==> src/rtl/axi_read_burst_packer.sv <==
// AXI read burst packer: reserves R buffer space before forwarding AR and releases whole bursts upstream.
// Optional stall counter output perf_stall_o enabled by defining AXI_READ_PACKER_PERF_EN.
module axi_read_burst_packer #(
    parameter int unsigned ADDR_WIDTH = 32,
    parameter int unsigned DATA_WIDTH = 64,
    parameter int unsigned ID_WIDTH   = 4,
    parameter int unsigned USER_WIDTH = 1,
    parameter int unsigned BUF_DEPTH  = 8
) (
    input  logic                  clk_i,
    input  logic                  rst_i,
    // upstream AR
    input  logic [ID_WIDTH-1:0]   slv_ar_id,
    input  logic [ADDR_WIDTH-1:0] slv_ar_addr,
    input  logic [7:0]            slv_ar_len,
    input  logic [2:0]            slv_ar_size,
    input  logic [1:0]            slv_ar_burst,
    input  logic                  slv_ar_lock,
    input  logic [3:0]            slv_ar_cache,
    input  logic [2:0]            slv_ar_prot,
    input  logic [3:0]            slv_ar_qos,
    input  logic [3:0]            slv_ar_region,
    input  logic [USER_WIDTH-1:0] slv_ar_user,
    input  logic                  slv_ar_valid,
    output logic                  slv_ar_ready,
    // upstream R
    output logic [ID_WIDTH-1:0]   slv_r_id,
    output logic [DATA_WIDTH-1:0] slv_r_data,
    output logic [1:0]            slv_r_resp,
    output logic                  slv_r_last,
    output logic [USER_WIDTH-1:0] slv_r_user,
    output logic                  slv_r_valid,
    input  logic                  slv_r_ready,
    // downstream AR
    output logic [ID_WIDTH-1:0]   mst_ar_id,
    output logic [ADDR_WIDTH-1:0] mst_ar_addr,
    output logic [7:0]            mst_ar_len,
    output logic [2:0]            mst_ar_size,
    output logic [1:0]            mst_ar_burst,
    output logic                  mst_ar_lock,
    output logic [3:0]            mst_ar_cache,
    output logic [2:0]            mst_ar_prot,
    output logic [3:0]            mst_ar_qos,
    output logic [3:0]            mst_ar_region,
    output logic [USER_WIDTH-1:0] mst_ar_user,
    output logic                  mst_ar_valid,
    input  logic                  mst_ar_ready,
    // downstream R
    input  logic [ID_WIDTH-1:0]   mst_r_id,
    input  logic [DATA_WIDTH-1:0] mst_r_data,
    input  logic [1:0]            mst_r_resp,
    input  logic                  mst_r_last,
    input  logic [USER_WIDTH-1:0] mst_r_user,
    input  logic                  mst_r_valid,
    output logic                  mst_r_ready
`ifdef AXI_READ_PACKER_PERF_EN
    ,
    output logic [31:0]           perf_stall_o
`endif
);

    localparam int unsigned CW = $clog2(BUF_DEPTH) + 10;
    localparam int unsigned PW = $clog2(BUF_DEPTH);
    localparam int unsigned NW = $clog2(BUF_DEPTH + 1);
    localparam int unsigned EW = ID_WIDTH + DATA_WIDTH + 2 + 1 + USER_WIDTH;

    localparam logic signed [CW-1:0] DEPTH_S = CW'(BUF_DEPTH);
    localparam logic signed [CW-1:0] ONE_S   = CW'(1);
    localparam logic [NW-1:0]        FULL_N  = NW'(BUF_DEPTH);
    localparam logic [PW-1:0]        LAST_P  = PW'(BUF_DEPTH - 1);

    typedef enum logic [1:0] {
        HOLD  = 2'b00,
        DRAIN = 2'b01
    } state_t;

    state_t               state_q;
    logic signed [CW-1:0] cred_q, cred_d;
    logic [CW-1:0]        need_u;
    logic signed [CW-1:0] need;
    logic                 ar_fits, ar_hs;

    logic [EW-1:0]        mem [BUF_DEPTH];
    logic [PW-1:0]        wr_ptr_q, rd_ptr_q;
    logic [NW-1:0]        count_q, count_d;
    logic [NW-1:0]        compl_q, compl_d;
    logic                 full, full_d, empty;
    logic                 push, pop, push_last, pop_last;

    // AR payload is a pure combinational pass-through
    assign mst_ar_id     = slv_ar_id;
    assign mst_ar_addr   = slv_ar_addr;
    assign mst_ar_len    = slv_ar_len;
    assign mst_ar_size   = slv_ar_size;
    assign mst_ar_burst  = slv_ar_burst;
    assign mst_ar_lock   = slv_ar_lock;
    assign mst_ar_cache  = slv_ar_cache;
    assign mst_ar_prot   = slv_ar_prot;
    assign mst_ar_qos    = slv_ar_qos;
    assign mst_ar_region = slv_ar_region;
    assign mst_ar_user   = slv_ar_user;

    assign need_u = {{(CW-8){1'b0}}, slv_ar_len} + CW'(1);
    assign need   = signed'(need_u);

    // Oversize bursts go only into an idle buffer and drive credit negative
    assign ar_fits      = (need <= cred_q) | ((need > DEPTH_S) & (cred_q == DEPTH_S));
    assign mst_ar_valid = slv_ar_valid & ar_fits;
    assign slv_ar_ready = mst_ar_valid & mst_ar_ready;
    assign ar_hs        = slv_ar_ready;

    assign full        = (count_q == FULL_N);
    assign empty       = (count_q == '0);
    assign mst_r_ready = ~full;
    assign slv_r_valid = (state_q == DRAIN) & ~empty;

    assign {slv_r_id, slv_r_data, slv_r_resp, slv_r_last, slv_r_user} = mem[rd_ptr_q];

    assign push      = mst_r_valid & mst_r_ready;
    assign pop       = slv_r_valid & slv_r_ready;
    assign push_last = push & mst_r_last;
    assign pop_last  = pop & slv_r_last;

    always_comb begin
        cred_d = cred_q;
        if (ar_hs) cred_d = cred_d - need;
        if (pop)   cred_d = cred_d + ONE_S;
    end

    always_comb begin
        count_d = count_q;
        if (push & ~pop)      count_d = count_q + NW'(1);
        else if (pop & ~push) count_d = count_q - NW'(1);
        compl_d = compl_q;
        if (push_last & ~pop_last)      compl_d = compl_q + NW'(1);
        else if (pop_last & ~push_last) compl_d = compl_q - NW'(1);
    end

    assign full_d = (count_d == FULL_N);

    always_ff @(posedge clk_i) begin
        if (push) mem[wr_ptr_q] <= {mst_r_id, mst_r_data, mst_r_resp, mst_r_last, mst_r_user};
    end

    always_ff @(posedge clk_i or posedge rst_i) begin
        if (rst_i) begin
            cred_q   <= DEPTH_S;
            wr_ptr_q <= '0;
            rd_ptr_q <= '0;
            count_q  <= '0;
            compl_q  <= '0;
        end else begin
            cred_q  <= cred_d;
            count_q <= count_d;
            compl_q <= compl_d;
            if (push) wr_ptr_q <= (wr_ptr_q == LAST_P) ? '0 : wr_ptr_q + PW'(1);
            if (pop)  rd_ptr_q <= (rd_ptr_q == LAST_P) ? '0 : rd_ptr_q + PW'(1);
        end
    end

    // Release decisions look at next-cycle occupancy so a completed burst shows one cycle after its last push
    always_ff @(posedge clk_i or posedge rst_i) begin
        if (rst_i) begin
            state_q <= HOLD;
        end else begin
            case (state_q)
                HOLD:    if ((count_d != '0) && ((compl_d != '0) || full_d)) state_q <= DRAIN;
                DRAIN:   if (pop_last && (compl_d == '0)) state_q <= HOLD;
                default: state_q <= HOLD;
            endcase
        end
    end

`ifdef AXI_READ_PACKER_PERF_EN
    always_ff @(posedge clk_i or posedge rst_i) begin
        if (rst_i) begin
            perf_stall_o <= '0;
        end else if (mst_r_valid && !mst_r_ready && (perf_stall_o != '1)) begin
            perf_stall_o <= perf_stall_o + 32'd1;
        end
    end
`endif

endmodule

==> config.mk <==
export PLATFORM = sky130hd
export DESIGN_NAME = axi_read_burst_packer
export DESIGN_NICKNAME = d
export VERILOG_FILES = /design/src/rtl/axi_read_burst_packer.sv
export SDC_FILE = /design/constraint.sdc
export NUM_CORES = 1
export LEC_CHECK = 0
export ABC_AREA = 1
export CAP_MARGIN = 20
export CORE_MARGIN = 2
export CORE_UTILIZATION = 48
export CTS_CLUSTER_DIAMETER = 40
export DETAILED_ROUTE_END_ITERATION = 10
export PLACE_DENSITY_LB_ADDON = 0.05
export RECOVER_POWER = 100
export SLEW_MARGIN = 30
export SYNTH_ARGS = -nofsm -noshare
export SYNTH_HDL_FRONTEND = slang
export SYNTH_SLANG_ARGS = --single-unit
==> constraint.sdc <==
create_clock -name clk_i -period 6.5 [get_ports clk_i]
set_input_delay 0.975 -clock clk_i [delete_from_list [all_inputs] [get_ports clk_i]]
set_output_delay 0.975 -clock clk_i [all_outputs]
set_load 0.05 [all_outputs]
* Word level (Yosys, flattened, before mapping)
Memory sizes are Yosys's and may differ from the RTL's.
Index checks and enable logic that the tools add are counted.
** Storage, ports and cells
- Bits in registers :: 29
- Memory bits (writable) :: 576
- Input port bits :: 144
- Output and inout port bits :: 142
- Word-level logic and storage cells :: 67
- Memories :: 1
** Operators by class
- $add $sub $neg :: 9
- Order comparisons :: 2
- Eq/ne operators :: 8
- Mux-type cells :: 13
- Bitwise operators :: 19
- Reductions and logical operators :: 9
** Memory list
- mem :: depth 8, width 72, read ports 1, clocked after memory_dff 0, write ports 1, RTL line 83 : logic [EW-1:0] mem [BUF_DEPTH];
** Operator list (count)
- 2-to-1 mux 13 bit :: 2
- 2-to-1 mux 4 bit :: 4
- adder 13 x 2 -> 13 bit (second input constant) :: 1
- equality test 13 x 5 -> 1 bit (second input constant) :: 1
- <= comparator 10 x 13 -> 1 bit :: 1
- subtractor 13 x 10 -> 13 bit :: 1
- AND 1 bit :: 12
- adder 8 x 1 -> 9 bit (second input constant) :: 1
- > comparator 9 x 4 -> 1 bit (second input constant) :: 1
- adder 4 x 1 -> 4 bit (second input constant) :: 2
- equality test 4 bit (second input constant) :: 2
- zero test 4 bit :: 2
- nonzero test 4 bit :: 2
- subtractor 4 x 1 -> 4 bit (second input constant) :: 2
- adder 3 x 1 -> 3 bit (second input constant) :: 2
- equality test 3 bit (second input constant) :: 2
- 2-to-1 mux 3 bit :: 2
- NOT 1 bit :: 6
- 2-to-1 mux 2 bit :: 2
- case mux 2 bit (2 select lines) :: 1
- equality test 2 x 1 -> 1 bit (second input constant) :: 1
- logical AND 1 bit :: 2
- zero test 2 bit :: 1
- 2-to-1 mux 1 bit :: 2
- 5 further kinds :: 5

* Logic depth before layout (Yosys ltp)
Gate-level depths: netlist of run 1.
- Depth in word-level cells :: 13
- Depth in mapped cells :: 27
- Depth with buffers taken out :: 26

* Worst setup path after synthesis of run 1
Ideal clock, no wire load.
- Kind :: register -> register
- From :: register count_q[0]
- To :: memory mem[0][0] (netlist bit) (enable)
- Library setup time :: 502 ps
- Data arrival time :: 4585 ps
- Required time :: 5998 ps
- Slack :: 1412 ps
- Stages on the path, launching flop included :: 7
- Buffers on the path :: 0
- Period minus slack after synthesis :: 5088 ps
- Cell sequence :: dfrtp_1 > inv_1 > ha_1 > nand3_1 > nand2_1 > or2_2 > nor2_1
** On the way
- Cells in the longest elaborated chain, start to end :: 5
** RTL lines
- from (decl) :: RTL line 85 : logic [NW-1:0] count_q, count_d;
- from (signal assigned) :: RTL line 154 : count_q <= count_d;
- equality test 4 bit :: RTL line 112 : assign full = (count_q == FULL_N);
- NOT 1 bit :: RTL line 114 : assign mst_r_ready = ~full;
- via mst_r_ready :: RTL line 55 : output logic mst_r_ready
- AND 1 bit :: RTL line 119 : assign push = mst_r_valid & mst_r_ready;
- 2-to-1 mux 1 bit :: RTL line 142 : if (push) mem[wr_ptr_q] <= {mst_r_id, mst_r_data, mst_r_resp, mst_r_last, mst_r_user};
- 2-to-1 mux 1 bit (not written as such) :: RTL line 142
- to (decl) :: RTL line 83
The timed path passes the listed nets, and every way through them passes these cells.

* Worst setup path in the final report of run 1
- From :: input port slv_ar_len[0]
- To :: output port slv_ar_ready
** On the way
- Cells in the longest elaborated chain, start to end :: 6
- Elaborated cells between the ends (all ways) :: 7
- Those cells by class :: add/sub (1); order compare (2); bitwise (4)
** RTL lines
- from (decl) :: RTL line 15 : input logic [7:0] slv_ar_len,
- adder 8 x 1 -> 9 bit (*) :: RTL line 103 : assign need_u = {{(CW-8){1'b0}}, slv_ar_len} + CW'(1);
- > comparator 9 x 4 -> 1 bit :: RTL line 107 : assign ar_fits = (need <= cred_q) | ((need > DEPTH_S) & (cred_q == DEPTH_S));
- AND 1 bit :: RTL line 107
- OR 1 bit (*) :: RTL line 107
- AND 1 bit (*) :: RTL line 108 : assign mst_ar_valid = slv_ar_valid & ar_fits;
- AND 1 bit (*) :: RTL line 109 : assign slv_ar_ready = mst_ar_valid & mst_ar_ready;
- to (decl) :: RTL line 25 : output logic slv_ar_ready,
Every way passes the cells marked *; elsewhere a longest branch is shown, timed or not.

==> out/results.txt, run 1 <==
The maximum buffer depth of the clock tree was 3. For the count of hold buffers inserted by post-cts repair, the log shows 0. The power density over cell area is 524 nW/um^2, and the worst voltage drop across the vdd grid is 318 uV.

Setup repair after global routing left no endpoint under its margin. For this run, the post-layout net count is 2358. The flip-flop and latch count after synthesis was 604; the overall die area was 54500 sq um.

The run gives 0 as the count of synthesis-stage warnings from yosys. The initialized floorplan defines 84 standard-cell rows. The final-report setup violation count was 0. Across all register-to-register paths, the minimum setup slack is 1.12 ns. The tools report the sequential area share after synthesis as 0.712. The port buffer count was 169. Tracing the worst setup path back leads to its startpoint at slv_ar_len[0]. Entering global routing, the biggest net connects 162 pins. The critical path ends at slv_ar_ready. The congestion estimate from routability-driven global placement came to 0.846. The logs give 0 for the residual antenna-violating net count after detailed routing and 593 for the number of max-slew violations in the final report. The initial standard-cell utilization of the core is 0.483, and the number of synthesized flops with an enable pin is 576. Internal power comes to 9550 uW. For this design, the slowest cell found on the critical path is sky130_fd_sc_hd__dlygate4sd3_1. The analysis attributes to net switching a power of 6260 uW. The min-delay analysis places its worst path in the category flip-flop to flip-flop. The maximum fanout along the worst path came out at 16. The H-tree was split into 3 levels.

For this design the top-level I/O count stands at 286. The run gives 0.305 as the clock power share. After clock tree synthesis, the clock-pin slew on the worst setup and hold paths is 0.05 ns. The setup skew after layout is 0.0269 ns. The worst setup path is launched from an input port. Registers take 18000 sq um. The tools report the number of vias in the routed layout as 16000.

The area growth from synthesis to layout is 19.3%. After detailed routing, the average wire length per cell comes to 19.9 um. The tools report the overall global routing resource usage as 0.218. The flow ran to the end, but the final reports show violations. The library cell used as clock root buffer is sky130_fd_sc_hd__clkbuf_16. The share of post-route cells with drive strength above 1 is 0.0938, and the half-perimeter wire length after placement is 30.6 mm. STA classifies the critical path endpoint as a primary output. The filler cells instantiated in the layout total 4304. The logs give 25300 sq um for the cell area after synthesis and -1.21 for the normalized max-slew margin. After routing, the total negative slack on setup checks comes to 0 ns. The arrival time at the worst endpoint is 5.04 ns.

The final core utilization was 0.576. The number of buffers inserted to repair setup after CTS came out at 0. Broken down by cell family, the worst path's largest delay share belongs to buffers and inverters. The critical path runs through a total of 14 cells. After detailed routing, the number of vias per cell comes to 5.42.

The number of buffers inserted during clock tree synthesis is 88, and the overflow left after global routing is 0. The tools report the iteration-0 DRC count of the detailed router as 1233. For this run, the leading register cell type out of synthesis is sky130_fd_sc_hd__edfxtp_1. At the pin with the least slew margin, the transition time is 3.32 ns.

The proportion of synthesized flip-flops having asynchronous set or reset was 0.0464. The number of failing hold endpoints at the final stage is 0. The switching share of total power came out at 0.396. The signal on the critical path passes through dlygate4sd3_1 -> ha_1 -> nand3_1 -> or4_1 -> ha_1 -> nand2_1 -> nor3_1 -> nand4_1 -> nand2_1 -> o21bai_1 -> nand2_4 -> nand3_4 -> clkinv_1 -> dlygate4sd3_1. The first detailed-routing pass ran for 5 iterations. The global-route wire length before repair was 90.5 mm; the core area was 52300 sq um. The cell type with the largest total area after synthesis is sky130_fd_sc_hd__edfxtp_1. The number of buffers and inverters on the critical path is 3. The final reports fail on max-capacitance violations, max-slew violations. The clock latency on the worst-skew pair was 0.62 ns.

The critical path is of the input port to primary output type. In this run the static leakage power is 0.0104 uW. The top-area cell type share of the netlist area came out at 0.684. The number of nets handed over by synthesis was 2250. Ranked by total cell area, the synthesized netlist is headed by sky130_fd_sc_hd__edfxtp_1, sky130_fd_sc_hd__nor2_1, sky130_fd_sc_hd__o21ai_0. The die is 233 um wide. Counting I/O delays and the setup requirement, the final critical path takes 6.02 ns.

The die is 233 um tall. The number of cells on the worst reg-to-reg path is 7. The origin of the critical flop-to-flop path is count_q[0]$_DFF_PP0_. In the final layout, the multi-input gates occupy 6080 sq um. For the proportion of power drawn by combinational gates, the log shows 0.367. Gates resized during post-CTS repair numbered 0.

TritonCTS built the clock tree. For the number of remaining DRC errors, the log shows 0. The fraction of the cycle the final worst path needs is 0.925. The endpoint of the worst register-to-register path was mem[4][37]$_DFFE_PP_. Max-cap violations in this run came to 17. The clock net sink count is 604, and the proportion of power drawn by flip-flops and latches is 0.328. The number of different library cells used by synthesis comes to 48. The cell count after synthesis came out at 2087.

The initial antenna violation count was 12; the peak clock frequency supported by timing was 166 MHz. The stage delay of the slowest cell on the critical path came out at 0.89 ns. The number of global-route vias before repair came out at 15500. The data required time at the worst endpoint is 5.52 ns, and the post-synthesis average cell area is 12.1 sq um. The final routed wirelength across all metal layers was 58.9 mm.
==> layer usage <==
metal	vias up	global-route usage	wire length, um
li1	7675	-	-
met1	7848	0.298	26400
met2	418	0.347	27700
met3	93	0.0536	3700
met4	14	0.0639	1050
met5	-	0	96
==> layout by cell type, fill, tap and decap left out, drive strengths merged, types with 32 or more instances in the layout <==
| cell | count |
|---|---|
| a31oi | 73 |
| clkbuf | 118 |
| clkinv | 32 |
| dlygate4sd3 | 157 |
| edfxtp | 576 |
| inv | 72 |
| nand2 | 120 |
| nand3 | 40 |
| nor2 | 544 |
| o21ai | 305 |
| o22ai | 72 |
==> worst reg2reg max path: stages (launching register included) <==
cell                       delay, ns
sky130_fd_sc_hd__dfrtp_1        0.41
sky130_fd_sc_hd__inv_1          0.09
sky130_fd_sc_hd__ha_1           0.24
sky130_fd_sc_hd__nand3_1        0.14
sky130_fd_sc_hd__nand2_1        0.16
sky130_fd_sc_hd__or2_0          0.35
sky130_fd_sc_hd__nor2_1         1.96
sky130_fd_sc_hd__clkbuf_2       1.60
==> power by group through the flow <==
stage | clock [uW] | sequential, uW | combinational (uW)
finish | 4820 | 5190 | 5810
global route | 5090 | 5240 | 6350
CTS | 4920 | 5150 | 6120
detailed placement | 0 | 5230 | 6090
global placement | 0 | 5220 | 6060
floorplan | 0 | 5130 | 4220
==> synthesized netlist by cell type, types with 21 or more instances <==
master / count
sky130_fd_sc_hd__a31oi_1: 73
sky130_fd_sc_hd__buf_4: 66
sky130_fd_sc_hd__clkbuf_1: 100
sky130_fd_sc_hd__dfrtp_1: 27
sky130_fd_sc_hd__edfxtp_1: 576
sky130_fd_sc_hd__inv_1: 54
sky130_fd_sc_hd__nand2_1: 96
sky130_fd_sc_hd__nand3_1: 35
sky130_fd_sc_hd__nor2_1: 533
sky130_fd_sc_hd__o21ai_0: 303
sky130_fd_sc_hd__o22ai_1: 72
sky130_fd_sc_hd__xor2_1: 21
==> flip-flops by register name, indices dropped and copies added, names as in the netlist <==
signal / cells
count_q: 4
compl_q: 4
state_q: 1
mem: 576
cred_q: 13
wr_ptr_q: 3
rd_ptr_q: 3
==> area by class of cell <==
cell class,count,area share
Tap cell,688,0.0285
Sequential cell,604,0.597
Clock buffer,100,0.0759
Multi-Input combinational cell,1240,0.201
Inverter,63,0.00838
Timing Repair Buffer,198,0.0629
Antenna cell,4,0.000332
Clock inverter,65,0.0257
==> worst min-delay path by stage <==
stage,from,end,slack [ns],cells after the start
final,compl_q[3]$_DFF_PP0_,compl_q[3]$_DFF_PP0_,0.47,1
after global routing,compl_q[3]$_DFF_PP0_,compl_q[3]$_DFF_PP0_,0.48,1
after CTS,compl_q[3]$_DFF_PP0_,compl_q[3]$_DFF_PP0_,0.47,1
after detailed placement,compl_q[3]$_DFF_PP0_,compl_q[3]$_DFF_PP0_,0.45,1
after global placement,compl_q[3]$_DFF_PP0_,compl_q[3]$_DFF_PP0_,0.46,1
after floorplan,compl_q[3]$_DFF_PP0_,compl_q[3]$_DFF_PP0_,0.44,1
==> per-stage QoR <==
stage,hold WS [ns],area (sq um),setup slack [ns],cells,total power [uW]
2_1_floorplan,0.436,25300,1.41,2087,9350
5_1_grt,0.479,30200,0.252,2960,16700
3_5_place_dp,0.455,27300,0.666,2792,11300
4_1_cts,0.469,30400,0.668,2957,16200
3_3_place_gp,0.459,27300,0.732,2790,11300
6_report,0.470,30200,0.484,2962,15800
==> cells by family after synthesis <==
group / count (synthesis) / synth area share
AOI/OAI and AO/OA: 468 / 0.102
xor gates and xnor gates: 25 / 0.00866
adders and majority gates: 19 / 0.00970
buffers and inverters: 243 / 0.0471
DFF: 604 / 0.712
and+or+nand+nor: 728 / 0.121
No activity file was read; power rests on OpenSTA's default activity.
==> run 2, diff against run 1 <==
--- a/config.mk
+++ b/config.mk
@@ -9,7 +9,9 @@
 export CAP_MARGIN = 20
 export CORE_MARGIN = 2
 export CORE_UTILIZATION = 48
+export CTS_BUF_LIST = sky130_fd_sc_hd__clkbuf_8
 export CTS_CLUSTER_DIAMETER = 40
+export CTS_CLUSTER_SIZE = 28
 export DETAILED_ROUTE_END_ITERATION = 10
 export PLACE_DENSITY_LB_ADDON = 0.05
 export RECOVER_POWER = 100
==> run 2 against run 1 <==
Effect of this change:
- the flow still finishes with violations (max-capacitance violations, max-slew violations)
- via count down 0.41%
- setup slack better by 0.0081 ns
- cell area down 3.7%
- critical endpoint unchanged
- largest cell class unchanged
==> out/results.txt, run 2 (same netlist as run 1, synthesis figures left out) <==
The initial antenna violation count is 12. The iteration-0 DRC count of the detailed router is 1257, and the stage delay of the slowest cell on the critical path is 0.89 ns. The min-delay analysis places its worst path in the category flip-flop to flip-flop.

The HPWL after detailed placement is 30.6 mm. In this run the static leakage power is 0.00987 uW. Post-detailed-placement cell area: 27300 sq um.

Worst setup path endpoint: slv_ar_ready. The tools report the endpoint of the worst register-to-register path as mem[3][31]$_DFFE_PP_. The type of element capturing the critical path is a primary output. The final reports fail on max-capacitance violations, max-slew violations. The run gives 0 as the final-report setup violation count. The number of failing hold endpoints at the final stage came out at 0. For the finished layout, the period the worst path requires is 6.01 ns. The area of all placed cells without fillers was 29000 sq um. The slew at the pin with the worst max-slew slack is 3.35 ns, and the share of post-route cells with drive strength above 1 is 0.0928. The layout overhead on the synthesized area was 14.9%. Setup repair after global routing left no endpoint under its margin. The largest individual stage delay along the critical path comes from the cell sky130_fd_sc_hd__dlygate4sd3_1. Counting the buffers created by CTS gives 86. For the worst setup path, the data required time is 5.52 ns.

The final layout contains 2356 nets. For this design the top-level I/O count stands at 286. Global routing finished with a remaining overflow of 0.

In this run, placement finished with an instance count of 2792. During placement, the flow inserted port buffers numbering 169. The worst setup path is launched from an input port.

For this design the ratio of total power to cell area is 492 nW/um^2. In the final layout, the registers with the most flip-flops are mem x576, cred_q x13. Final core utilization: 0.555. The top cell types in the final layout, fill and taps aside, are sky130_fd_sc_hd__edfxtp_1, sky130_fd_sc_hd__nor2_1, sky130_fd_sc_hd__o21ai_0. Count of instances resized after the clock tree is built: 0.

Dividing the detail-routed wire length by the instance count gives 19.9 um. The run gives 58.7 mm as the final routed wirelength across all metal layers. The run gives 3 as the deepest level of the CTS H-tree.

Number of core rows: 84. On the critical path the largest part of the delay comes from buffers and inverters. Entering global routing, the biggest net connects 162 pins. Initial standard-cell utilization of the core: 0.483. The number of max-cap violations is 18, and the number of vias in the routed layout is 16000. The clock slew seen by the registers of the worst setup and hold paths was 0.07 ns. VDD sags by at most 321 uV.

Static timing analysis puts the maximum clock frequency at 166 MHz. The signal on the critical path passes through dlygate4sd3_1 -> ha_1 -> nand3_1 -> or4_1 -> ha_1 -> nand2_1 -> nor3_1 -> nand4_1 -> nand2_1 -> o21bai_1 -> nand2_4 -> nand3_4 -> clkinv_1 -> dlygate4sd3_1. The startpoint-to-endpoint class of the critical path is input port to primary output. Of all nets on the critical path, the largest fanout is 16.

The maximum buffer depth of the clock tree came out at 3. The congestion estimate from routability-driven global placement came to 0.846. The setup check on the worst reg-to-reg path leaves a slack of 0.92 ns. The total number of cells along the worst setup path came out at 14. STA puts the critical path data arrival time at 5.03 ns. Adding up every negative setup slack in the final design gives 0 ns. The global-route wire length before repair was 90.4 mm.

Setup skew after layout: 0.0300 ns. Post-CTS timing repair inserted 0 buffers for setup. The register with the most flip-flops in the final layout is mem. From bottom edge to top edge, the die measures 233 um. The number of max-slew violations in the final report is 625, and the worst path setup slack after routing is 0.493 ns. The flow ran to the end, but the final reports show violations.

The number of buffers and inverters on the critical path is 3. The region available for standard cell placement spans 52300 sq um. The tools report the number of remaining DRC errors as 0.

The number of global-route vias before repair came out at 15600. Normalized max-slew margin: -1.23. Dividing the detail-routed via count by the number of cells gives 5.41.

At the later pin of the worst-skew pair, clock insertion delay measures 0.67 ns. The worst setup timing slack at the placement stage is 0.666 ns, and the die extent in x is 233 um. The first detailed-routing pass ran for 5 iterations. The fraction of the cycle the final worst path needs was 0.924; the overall die area was 54500 sq um.

For the clock net sink count, the log shows 604. TritonCTS built the clock tree. The number of flip-flops in the largest register was 576. The critical path starts at slv_ar_len[0].

The worst register-to-register path has a depth of 8. The overall global routing resource usage was 0.218. The cell sitting at the root of the clock tree is a sky130_fd_sc_hd__clkbuf_8. Leaving out fill and tap cells, the most frequent cell in the layout is sky130_fd_sc_hd__edfxtp_1. Once detail routing completed, the nets flagged for antenna violations numbered 0. The run gives 2956 as the final standard cell count with taps included and fillers excluded.

The worst register-to-register path begins at count_q[0]$_DFF_PP0_. The run gives 0 as the count of hold buffers inserted by post-cts repair.
run 2: changes by cell type in the layout (fill, tap and decap cells not counted), moves of 2 or more:
cell | before | now
sky130_fd_sc_hd__inv_1 | 54 | 62
sky130_fd_sc_hd__clkbuf_16 | 90 | 0
sky130_fd_sc_hd__clkinv_1 | 13 | 11
sky130_fd_sc_hd__clkbuf_1 | 23 | 14
sky130_fd_sc_hd__inv_6 | 13 | 15
sky130_fd_sc_hd__clkbuf_8 | 0 | 88
sky130_fd_sc_hd__bufinv_16 | 12 | 10
sky130_fd_sc_hd__clkinv_8 | 3 | 1
run 2: power by group:
part           internal (uW)  switching (uW)
Clock                   1740            1570
Sequential              4920             262
Combinational           1580            4220
run 2: through the flow:
stage	total power (uW)	hold slack, ns
6_report	14300	0.475
5_1_grt	15100	0.482
4_1_cts	14700	0.471
3_5_place_dp	11300	0.455
3_3_place_gp	11300	0.459
2_1_floorplan	9350	0.436
run 2: final cells by class:
cell class | count | area (sq um)
Fill cell | 4454 | 23300
Sequential cell | 604 | 18000
Multi-Input combinational cell | 1240 | 6080
Timing Repair Buffer | 198 | 1900
Clock buffer | 88 | 1210
Tap cell | 688 | 861
Clock inverter | 71 | 729
Inverter | 63 | 253
Antenna cell | 4 | 10.0
run 2: how the worst min path moves through the flow:
stage / startpoint / to / slack [ns] / cells past startpoint
final: compl_q[3]$_DFF_PP0_ / compl_q[3]$_DFF_PP0_ / 0.48 / 1
after global routing: compl_q[3]$_DFF_PP0_ / compl_q[3]$_DFF_PP0_ / 0.48 / 1
after floorplan: compl_q[3]$_DFF_PP0_ / compl_q[3]$_DFF_PP0_ / 0.44 / 1
after detailed placement: compl_q[3]$_DFF_PP0_ / compl_q[3]$_DFF_PP0_ / 0.45 / 1
after CTS: compl_q[3]$_DFF_PP0_ / compl_q[3]$_DFF_PP0_ / 0.47 / 1
after global placement: compl_q[3]$_DFF_PP0_ / compl_q[3]$_DFF_PP0_ / 0.46 / 1
run 2: metal layers:
layer	up-vias	global-route usage	part of all wire
met5	-	0	0.0017
met4	14	0.0663	0.020
met3	101	0.0537	0.062
met2	411	0.346	0.47
met1	7820	0.298	0.45
li1	7637	-	-
run 2: worst register-to-register path, stage by stage (launching register included):
cell	delay (ns)
sky130_fd_sc_hd__dfrtp_1	0.42
sky130_fd_sc_hd__inv_1	0.09
sky130_fd_sc_hd__ha_1	0.24
sky130_fd_sc_hd__nand3_1	0.14
sky130_fd_sc_hd__nand2_1	0.16
sky130_fd_sc_hd__clkinv_1	0.20
sky130_fd_sc_hd__nand2_1	0.24
sky130_fd_sc_hd__nor2_1	1.69
sky130_fd_sc_hd__clkbuf_1	1.95
==> run 3, diff against run 2 <==
--- a/config.mk
+++ b/config.mk
@@ -14,7 +14,6 @@
 export CTS_CLUSTER_SIZE = 28
 export DETAILED_ROUTE_END_ITERATION = 10
 export PLACE_DENSITY_LB_ADDON = 0.05
-export RECOVER_POWER = 100
 export SLEW_MARGIN = 30
 export SYNTH_ARGS = -nofsm -noshare
 export SYNTH_HDL_FRONTEND = slang
==> run 3 against run 2 <==
Effect of this change:
- the flow now finishes without violations
- clock skew down 0.0013 ns
- first-iteration DRC count is 0.72% higher
- die area is the same
==> out/results.txt, run 3 (same netlist as run 1, synthesis figures left out) <==
The path class of the tightest hold or removal check is flip-flop to flip-flop. The worst voltage drop across the vdd grid is 325 uV. After clock tree synthesis, the flow added hold-fix buffers numbering 0.

Deepest level of the CTS H-tree: 3. Library cell used as clock root buffer: sky130_fd_sc_hd__clkbuf_8. The core area came out at 52300 sq um. Using the TritonRoute via totals, the vias-per-cell ratio works out to 5.42. The initial standard-cell utilization of the core is 0.483.

Once detail routing completed, the nets flagged for antenna violations numbered 0. The fraction of the cycle the final worst path needs is 0.901. Routability-driven placement finished with a final weighted congestion of 0.846. Measured along the y axis, the die boundary spans 233 um. In the final layout, the registers with the most flip-flops are mem x576, cred_q x13. The first global-routing pass estimated 90.4 mm of wire. The setup skew after layout was 0.0287 ns.

The final-report setup violation count is 0, and the number of flip-flops in the largest register is 576. Iteration-0 DRC count of the detailed router: 1266. The logs give 16000 for the number of vias in the routed layout and 0.00994 uW for the leakage power of the design. The final total power is 14500 uW. The logs give 8 for the initial antenna violation count and 0 for the number of failing hold endpoints at the final stage. For the number of global-route vias before repair, the log shows 15600.

For the number of top-level pins, the log shows 286. For the number of max-slew violations in the final report, the log shows 0. Of all nets on the critical path, the largest fanout is 16. Timing would allow up to 171 MHz.

Post-CTS repair changed the size of 0 cells. Port buffering added 169 buffers. The first detailed-routing pass took 7 iterations. At the worst endpoint, the arrival time is 4.88 ns. Global routing finished with a remaining overflow of 0. With fillers left out, the area of the finished cells amounts to 29300 sq um. The normalized max-slew margin was 0.369; the clock net sink count was 604.

No sink is reached through more buffers than the 3 on the longest clock path. TritonCTS built the clock tree. The floorplan step defined a die boundary enclosing 54500 sq um.

Summed over all nets, wire length on met3 after detailed routing comes to 3.73 mm. The tools report the number of buffers inserted during clock tree synthesis as 86. Setup repair after global routing left no endpoint under its margin.

The run gives 27.5 mm as the routed wire length on met2. The half-perimeter wire length after placement was 30.6 mm; the average wire length per cell after detail routing was 19.9 um. The layout overhead on the synthesized area was 15.8%. The initialized floorplan defines 84 standard-cell rows. Top register by number of flip-flops: mem.

In this run the worst setup path begins at slv_ar_len[0]. The number of max-cap violations was 0. Type of element capturing the critical path: a primary output.

The depth of the most critical reg-to-reg path works out to 22. The critical path is of the input port to primary output type. Entering global routing, the biggest net connects 162 pins.

The final period demand of the worst path is 5.86 ns, and the count of cells along the worst hold path is 1. The tools report the origin of the critical flop-to-flop path as cred_q[2]$_DFF_PP0_. The number of buffers inserted to repair setup after CTS is 0. The worst setup path is launched from an input port. The net count of the finished layout is 2356. Clock-pin slew was measured on the worst setup and hold paths at 0.07 ns. The share of post-route cells with drive strength above 1 was 0.106; the final routed wirelength across all metal layers was 58.9 mm. The number of fillers in the final layout came out at 4414. The top layer used by detailed routing was met5. The run finished with clean final reports. Sum of negative setup slack: 0 ns. The library cell used most frequently in the layout, excluding fill and tap cells, is sky130_fd_sc_hd__edfxtp_1. For the worst-skew pair, the clock arrives at the later sink with an insertion delay of 0.67 ns.

The startpoint identified for the worst hold timing path is compl_q[3]$_DFF_PP0_. The library cells used most frequently in the layout, excluding fill and tap cells, are sky130_fd_sc_hd__edfxtp_1, sky130_fd_sc_hd__nor2_1, sky130_fd_sc_hd__o21ai_0. The data required time at the worst endpoint is 5.52 ns, and the slew at the pin with the worst max-slew slack is 0.944 ns.

Overall global routing resource usage: 0.218. Summing all placed instances gives a cell area of 27300 sq um. Die extent in x: 233 um.

In the final routing, the length of wire on met1 measures 26.3 mm. The number of remaining DRC errors is 0, and the power density over cell area is 495 nW/um^2.
## run 3: cell types whose count changed in the layout (fill, tap and decap cells not counted), moves of 2 or more
cell / before / now
sky130_fd_sc_hd__diode_2: 4 / 2
sky130_fd_sc_hd__clkbuf_1: 14 / 0
sky130_fd_sc_hd__nor2_1: 535 / 525
sky130_fd_sc_hd__clkbuf_2: 4 / 0
sky130_fd_sc_hd__dlygate4sd3_1: 157 / 0
sky130_fd_sc_hd__buf_12: 4 / 8
sky130_fd_sc_hd__buf_16: 0 / 2
sky130_fd_sc_hd__buf_4: 7 / 18
sky130_fd_sc_hd__clkdlybuf4s50_1: 12 / 169
sky130_fd_sc_hd__nor2_4: 6 / 13
sky130_fd_sc_hd__nor2_2: 2 / 5
## run 3: layer usage
layer  GRT usage  vias up
met5           0        -
met4      0.0663       12
met3      0.0537      103
met2       0.346      391
met1       0.298     7860
li1            -     7640
## run 3: path summary, 6_finish.rpt
| check | slack (ns) | endpoint |
|---|---|---|
| max | 0.64 | slv_ar_ready |
| min | 0.48 | compl_q[3]$_DFF_PP0_ |
| max reg2reg | 3.05 | cred_q[6]$_DFF_PP0_ |
| min reg2reg | 0.48 | compl_q[3]$_DFF_PP0_ |
| max in group asynchronous | 5.49 | cred_q[3]$_DFF_PP1_ |
| min in group asynchronous | 0.69 | rd_ptr_q[0]$_DFFE_PP0P_ |
## run 3: worst max-delay path: stages
cell and delay (ns):
sky130_fd_sc_hd__clkdlybuf4s50_1 0.55, sky130_fd_sc_hd__ha_1 0.32, sky130_fd_sc_hd__nand3_1 0.15, sky130_fd_sc_hd__or4_4 0.45
sky130_fd_sc_hd__ha_1 0.41, sky130_fd_sc_hd__nand2_1 0.10, sky130_fd_sc_hd__nor3_1 0.25, sky130_fd_sc_hd__nand4_1 0.13
sky130_fd_sc_hd__nand2_1 0.08, sky130_fd_sc_hd__o21bai_2 0.09, sky130_fd_sc_hd__nand2_4 0.16, sky130_fd_sc_hd__nand3_4 0.22
sky130_fd_sc_hd__clkinv_1 0.15, sky130_fd_sc_hd__clkdlybuf4s50_1 0.82
## run 3: stage by stage
step / hold slack [ns] / utilization / setup WS (ns) / instances
CTS: 0.471 / 0.559 / 0.668 / 2951
global route: 0.482 / 0.559 / 0.441 / 2953
finish: 0.475 / 0.559 / 0.644 / 2954
global placement: 0.459 / 0.521 / 0.732 / 2790
detailed placement: 0.455 / 0.522 / 0.666 / 2792
floorplan: 0.436 / - / 1.41 / 2087
## run 3: power breakdown
part / switching [uW] / internal (uW)
combinational: 4270 / 1770
sequential: 264 / 4880
clock: 1570 / 1740
## run 3: final cells by class
| type | count | area, sq um | share of cell area |
|---|---|---|---|
| repair buffers | 198 | 2060 | 0.0703 |
| multi-input cells | 1240 | 6150 | 0.210 |
| inverters | 63 | 253 | 0.00863 |
| flip-flops and latches | 604 | 18000 | 0.615 |
| clock buffers | 88 | 1210 | 0.0414 |
| well taps | 688 | 861 | 0.0294 |
| diodes | 2 | 5.00 | 0.000171 |
| clock inverters | 71 | 729 | 0.0249 |
